[src/rtl/ppm_to_pwm_converter_if.sv]
// PPM input / PWM output signal bundle for ppm_to_pwm_converter.
// The master side drives the PPM pulse train and its frame clock. The slave side drives the regenerated PWM.
interface ppm_to_pwm_converter_if;
  logic PPMSIG;
  logic ClkSlowPPM;
  logic PWMSIG;
  logic ClkSlowPWM;
  logic NoPulse;
  logic Saturated;

  modport master (
    output PPMSIG, ClkSlowPPM,
    input  PWMSIG, ClkSlowPWM, NoPulse, Saturated
  );

  modport slave (
    input  PPMSIG, ClkSlowPPM,
    output PWMSIG, ClkSlowPWM, NoPulse, Saturated
  );
endinterface

[src/rtl/ppm_to_pwm_converter.sv]
// Rebuilds a PWM waveform from a PPM pulse train and its frame clock.
// The pulse position measured in frame N-1 is replayed as the PWM high time of frame N.
module ppm_to_pwm_converter #(
  parameter int CNT_W = 16
) (
  input logic                   ClkFast,
  input logic                   Reset,
  ppm_to_pwm_converter_if.slave bus
);

  localparam logic [CNT_W-1:0] CNT_MAX = '1;
  localparam logic [CNT_W-1:0] CNT_ONE = CNT_W'(1);

  // [0]=s1, [1]=s2, [2]=s3 (edge-detect delay)
  logic [2:0]       ppm_sync, clk_sync;
  logic             frame_edge, pulse_edge;
  logic [CNT_W-1:0] pos_cnt, pos_nxt;
  logic [CNT_W-1:0] cap_width, out_width, out_nxt, remain;
  logic             captured, no_pulse, pwm, clk_pwm, saturated;

  always_ff @(posedge ClkFast or posedge Reset) begin
    if (Reset) begin
      ppm_sync <= '0;
      clk_sync <= '0;
    end else begin
      ppm_sync <= {ppm_sync[1:0], bus.PPMSIG};
      clk_sync <= {clk_sync[1:0], bus.ClkSlowPPM};
    end
  end

  assign frame_edge = clk_sync[1] & ~clk_sync[2];
  assign pulse_edge = ppm_sync[1] & ~ppm_sync[2];

  // pos_nxt is the position of the current cycle. A pulse d cycles after the
  // frame edge therefore measures d, and a coincident pulse measures 0.
  always_comb begin
    pos_nxt = pos_cnt;
    if (frame_edge)              pos_nxt = '0;
    else if (pos_cnt != CNT_MAX) pos_nxt = pos_cnt + CNT_ONE;
  end

  // Width that takes effect at this frame edge. The old capture is used even when
  // a pulse coincides with the edge.
  assign out_nxt = captured ? cap_width : out_width;

  always_ff @(posedge ClkFast or posedge Reset) begin
    if (Reset) begin
      pos_cnt   <= '0;
      saturated <= 1'b0;
      cap_width <= '0;
      captured  <= 1'b0;
      out_width <= '0;
      no_pulse  <= 1'b1;
    end else begin
      pos_cnt <= pos_nxt;
      if (!frame_edge && pos_cnt == CNT_MAX) saturated <= 1'b1;

      if (frame_edge) begin
        out_width <= out_nxt;
        no_pulse  <= ~captured;
      end

      // The first pulse of a frame wins. A pulse on the edge cycle opens the new frame.
      if (pulse_edge && (frame_edge || !captured)) begin
        cap_width <= pos_nxt;
        captured  <= 1'b1;
      end else if (frame_edge) begin
        captured  <= 1'b0;
      end
    end
  end

  // Replay: high for exactly out_nxt cycles. A reload while still high keeps the
  // output high, so 100% duty has no gap.
  always_ff @(posedge ClkFast or posedge Reset) begin
    if (Reset) begin
      remain  <= '0;
      pwm     <= 1'b0;
      clk_pwm <= 1'b0;
    end else begin
      if (frame_edge) begin
        remain <= out_nxt;
        pwm    <= (out_nxt != '0);
      end else begin
        if (remain != '0) remain <= remain - CNT_ONE;
        pwm <= (remain > CNT_ONE);
      end
      // Holds the same value as clk_s3, but from its own output flop.
      // Its rise lands with the first PWM high cycle.
      clk_pwm <= clk_sync[1];
    end
  end

  assign bus.PWMSIG     = pwm;
  assign bus.ClkSlowPWM = clk_pwm;
  assign bus.NoPulse    = no_pulse;
  assign bus.Saturated  = saturated;

endmodule

[src/flat_wrapper.sv]
// flat-port wrapper written by rule: the top's interface ports become plain ports
module ppm_to_pwm_converter_flat 
#(
  parameter int CNT_W = 16
)
  (ClkFast, Reset, bus_PPMSIG, bus_ClkSlowPPM, bus_PWMSIG, bus_ClkSlowPWM, bus_NoPulse, bus_Saturated);
  ppm_to_pwm_converter_if bus_i ();
  input logic ClkFast;
  input logic Reset;
  input wire logic [$bits(bus_i.PPMSIG)-1:0] bus_PPMSIG;
  input wire logic [$bits(bus_i.ClkSlowPPM)-1:0] bus_ClkSlowPPM;
  output wire logic [$bits(bus_i.PWMSIG)-1:0] bus_PWMSIG;
  output wire logic [$bits(bus_i.ClkSlowPWM)-1:0] bus_ClkSlowPWM;
  output wire logic [$bits(bus_i.NoPulse)-1:0] bus_NoPulse;
  output wire logic [$bits(bus_i.Saturated)-1:0] bus_Saturated;
  assign bus_i.PPMSIG = bus_PPMSIG;
  assign bus_i.ClkSlowPPM = bus_ClkSlowPPM;
  assign bus_PWMSIG = bus_i.PWMSIG;
  assign bus_ClkSlowPWM = bus_i.ClkSlowPWM;
  assign bus_NoPulse = bus_i.NoPulse;
  assign bus_Saturated = bus_i.Saturated;
  ppm_to_pwm_converter #(.CNT_W(CNT_W)) u_core (.ClkFast(ClkFast), .Reset(Reset), .bus(bus_i));
endmodule
[config.mk]
export PLATFORM = sky130hd
export DESIGN_NAME = ppm_to_pwm_converter_flat
export DESIGN_NICKNAME = d
export VERILOG_FILES = /design/src/rtl/ppm_to_pwm_converter_if.sv /design/src/rtl/ppm_to_pwm_converter.sv /design/src/flat_wrapper.sv
export SDC_FILE = /design/constraint.sdc
export NUM_CORES = 1
export LEC_CHECK = 0
export CAP_MARGIN = 20
export CORE_ASPECT_RATIO = 0.9
export CORE_MARGIN = 4
export CORE_UTILIZATION = 40
export CTS_BUF_LIST = sky130_fd_sc_hd__clkbuf_16
export DETAILED_ROUTE_END_ITERATION = 8
export MAX_ROUTING_LAYER = met4
export PLACE_DENSITY = 0.64
export SKIP_LAST_GASP = 1
export SLEW_MARGIN = 20
export SYNTH_ARGS = -nofsm -noshare
export SYNTH_HDL_FRONTEND = slang
export SYNTH_SLANG_ARGS = --single-unit
[constraint.sdc]
create_clock -name ClkFast -period 2.4 [get_ports ClkFast]
set_input_delay 0.36 -clock ClkFast [delete_from_list [all_inputs] [get_ports ClkFast]]
set_output_delay 0.36 -clock ClkFast [all_outputs]
set_load 0.02 [all_outputs]
==> impl_metrics.csv <==
group,metric,value,unit
worst_setup_path,critPathCaptureType,"register",
power,pwr_density_cell,881.8,nW/um^2
worst_setup_path,worstReg2RegEnd,"u_core.remain[6]",
drt,drt_pass1_iterations,4,
sta,hold_ws,348.7,ps
global_route,antenna_found_initial,0,
global_route,grt-ovfl-total,0,
worst_setup_path,slowest_delay,540,ps
sta,timing.slew.headroom,56.61,%
sta,worst_pin_slew,649.3,ps
power,switching_power,0.001079,W
logic_synthesis,synth_nets,356,
die,io_pins,8,
clock_network,clock_latency,330,ps
clock_network,post_cts_buffers,0,
drt,routed_wl,7519,um
drt,vias_per_cell,5.474,
sta,tns,0,ps
sta,finClkSkew,4.250,ps
worst_setup_path,path_max_fanout,9,
cells_and_area,drive_above_1_share,13.26,%
worst_setup_path,crit_arrival,2340,ps
worst_hold_path,hold_end,"u_core.ppm_sync[1]",
global_route,gr-usage-all-layers,15.89,%
cells_and_area,area_growth,14.03,%
power,power_leakage,1.770,nW
worst_setup_path,path_cells,"inv_1, ha_1, nor2b_1, nand2_1, o311a_1, a211o_1",
drt,drt_iter0_drc,116,
logic_synthesis,synth_area_leaders,"dfrtp_1, mux2_2, o21ai_0, nand2_1, a21oi_1",
cells_and_area,diodes,0,
power,ir_worst_vdd,0.0003764,V
cells_and_area,nNetsFinal,364,
power,power.internal,0.002509,W
sta,hold_viol,0,
die,die_w,107.6,um
die,die-area,10500,um^2
clock_network,postCtsHoldBufs,0,
logic_synthesis,ys_ff_latch,74,
clock_network,cts_buffer_depth,2,
worst_setup_path,r2r_slack,270,ps
power,p_clk_share,36.2,%
global_route,grt_start_max_net_pins,75,
logic_synthesis,synth_top_area_cell,"dfrtp_1",
worst_setup_path,path_class,"register to register",
logic_synthesis,syn-instance-count,349,
logic_synthesis,synth_area_per_cell,10.22,um^2
worst_hold_path,hold_path_depth,0,
power,power_switching_share,30.07,%
sta,rsz0062_at_grt,"no",
worst_hold_path,min_from,"u_core.ppm_sync[0]",
worst_setup_path,critPathRequiredTime,2610,ps
placed_design,gp_congestion,0.9333,
sta,finalSetupViolCount,0,
logic_synthesis,ys_warn_count,0,
placed_design,dp_hpwl,5135,um
worst_setup_path,critPathLaunchType,"register",
sta,fmax,470.0,MHz
drt,ant_nets,0,
worst_setup_path,slowest_stage,"nor2b_1",
logic_synthesis,synthDistinctLibCells,52,
clock_network,clk_pin_slew,60,ps
logic_synthesis,async_flop_share,100.0,%
global_route,grt_pass1_vias,2591,
logic_synthesis,synthFlopType,"dfrtp_1",
global_route,grt_pass1_wl,12970,um
clock_network,cts_max_level,3,
worst_setup_path,worstRegToRegCells,6,
logic_synthesis,syn_area,3568,um^2
clock_network,cts_inserted_buffers,9,
die,start_util,41.26,%
die,fp-row-count,32,
drt,avgRoutedWirePerCell,15.63,um
clock_network,post_cts_resized,0,
clock_network,clock_sinks,74,
drt,drc,0,
logic_synthesis,yosysSeqAreaShare,51.93,%
worst_setup_path,r2r_start,"u_core.remain[1]",
run_status,status,"finished, final reports clean",
worst_setup_path,cp_num_buf_inv,1,
power,seqPwrFrac,45.1,%
worst_setup_path,cpLargestDelayFamily,"simple AND/OR/NAND/NOR gates",
logic_synthesis,synth_most_common_cell,"dfrtp_1",
sta,timing.final.crit_share,88.66,%
logic_synthesis,synth_edf_count,0,
power,p_comb_share,18.7,%
clock_network,cts_tree,"done",
job,drv_cap,0,
drt,vias,2633,
placed_design,numPortBuffers,7,
worst_hold_path,hold_path.class,"register to register",
sta,slew_viol_final,0,
cells_and_area,filler_cell_count,833,
logic_synthesis,synth_common_cells,"dfrtp_1, nand2_1, o21ai_0",
clock_network,root_buffer,"clkbuf_16",
sta,fin_crit,2128,ps
die,die_h,97.61,um
die,core_area,8648,um^2
logic_synthesis,synth.top_cell.area_share,51.19,%
[logic make-up after synthesis]
kind of cell / after synthesis / synth area share (%)
compound gates: 77 / 12.94
xor+xnor: 14 / 3.436
fa+ha+maj: 3 / 1.052
buf+inv: 22 / 2.595
flops: 74 / 51.93
mux: 26 / 7.854
simple gates: 133 / 20.20
[per-stage QoR]
| stage | instances | instance area (um^2) | worst slack [ps] | total power (W) | utilization [%] |
|---|---|---|---|---|---|
| detailed placement | 465 | 3781 | 270.8 | 0.002307 | 43.72 |
| finish | 481 | 4069 | 272.2 | 0.003588 | 47.05 |
| CTS | 481 | 4069 | 263.3 | 0.003614 | 47.05 |
| global route | 481 | 4069 | 73.18 | 0.003787 | 47.05 |
| floorplan | 349 | 3568 | 160.0 | 0.002120 | - |
| global placement | 465 | 3781 | 322.2 | 0.002292 | 43.72 |
[layer usage]
layer / up-vias / track usage (%) / part of all wire, %
li1: 1289 / - / -
met1: 1287 / 21.81 / 49
met2: 48 / 23.33 / 46
met3: 9 / 4.319 / 3.4
met4: 0 / 4.175 / 0.94
met5: - / - / 0
[area by class of cell]
type	count	area [um^2]	share of cell area, %
inverters	5	18.77	0.4613
flip-flops and latches	74	1853	45.54
repair buffers	14	135.1	3.321
well taps	119	148.9	3.659
clock buffers	9	225.2	5.535
clock inverters	7	62.56	1.538
multi-input cells	253	1625	39.94
[placed cells by master (no fill, tap or decap), types with 10 or more instances in the layout]
cell      instances
xnor2_1          10
a211oi_1         10
nand3_1          11
o21ai_0          27
nand2_1          34
mux2i_1          10
nor2_1           24
mux2_2           16
dfrtp_1          73
a21oi_1          20
[flip-flops by register name, summed over array words and instances (netlist names)]
signal                 flops
u_core.bus.Saturated       1
u_core.clk_sync            2
u_core.bus.PWMSIG          1
u_core.bus.NoPulse         1
u_core.captured            1
u_core.cap_width          16
u_core.remain             16
u_core.ppm_sync            3
u_core.bus.ClkSlowPWM      1
u_core.pos_cnt            16
u_core.out_width          16
[power groups by stage]
| stage | sequential, W | clock (W) | combinational, W |
|---|---|---|---|
| final | 0.00162 | 0.00130 | 0.000672 |
| after global placement | 0.00163 | 0 | 0.000664 |
| after detailed placement | 0.00163 | 0 | 0.000673 |
| after CTS | 0.00161 | 0.00132 | 0.000677 |
| after global routing | 0.00164 | 0.00138 | 0.000766 |
| after floorplan | 0.00159 | 0 | 0.000528 |
[worst max-delay path by stage]
stage                           from  slack, ps               endpoint  cells past startpoint
floorplan                      Reset        160  u_core.bus.ClkSlowPWM                      1
global placement    u_core.remain[0]        320       u_core.remain[6]                      6
detailed placement  u_core.remain[0]        270       u_core.remain[6]                      6
CTS                 u_core.remain[0]        260       u_core.remain[6]                      6
global route        u_core.remain[1]         70       u_core.remain[6]                      6
finish              u_core.remain[1]        270       u_core.remain[6]                      6
(Power assumes the default switching activity.)
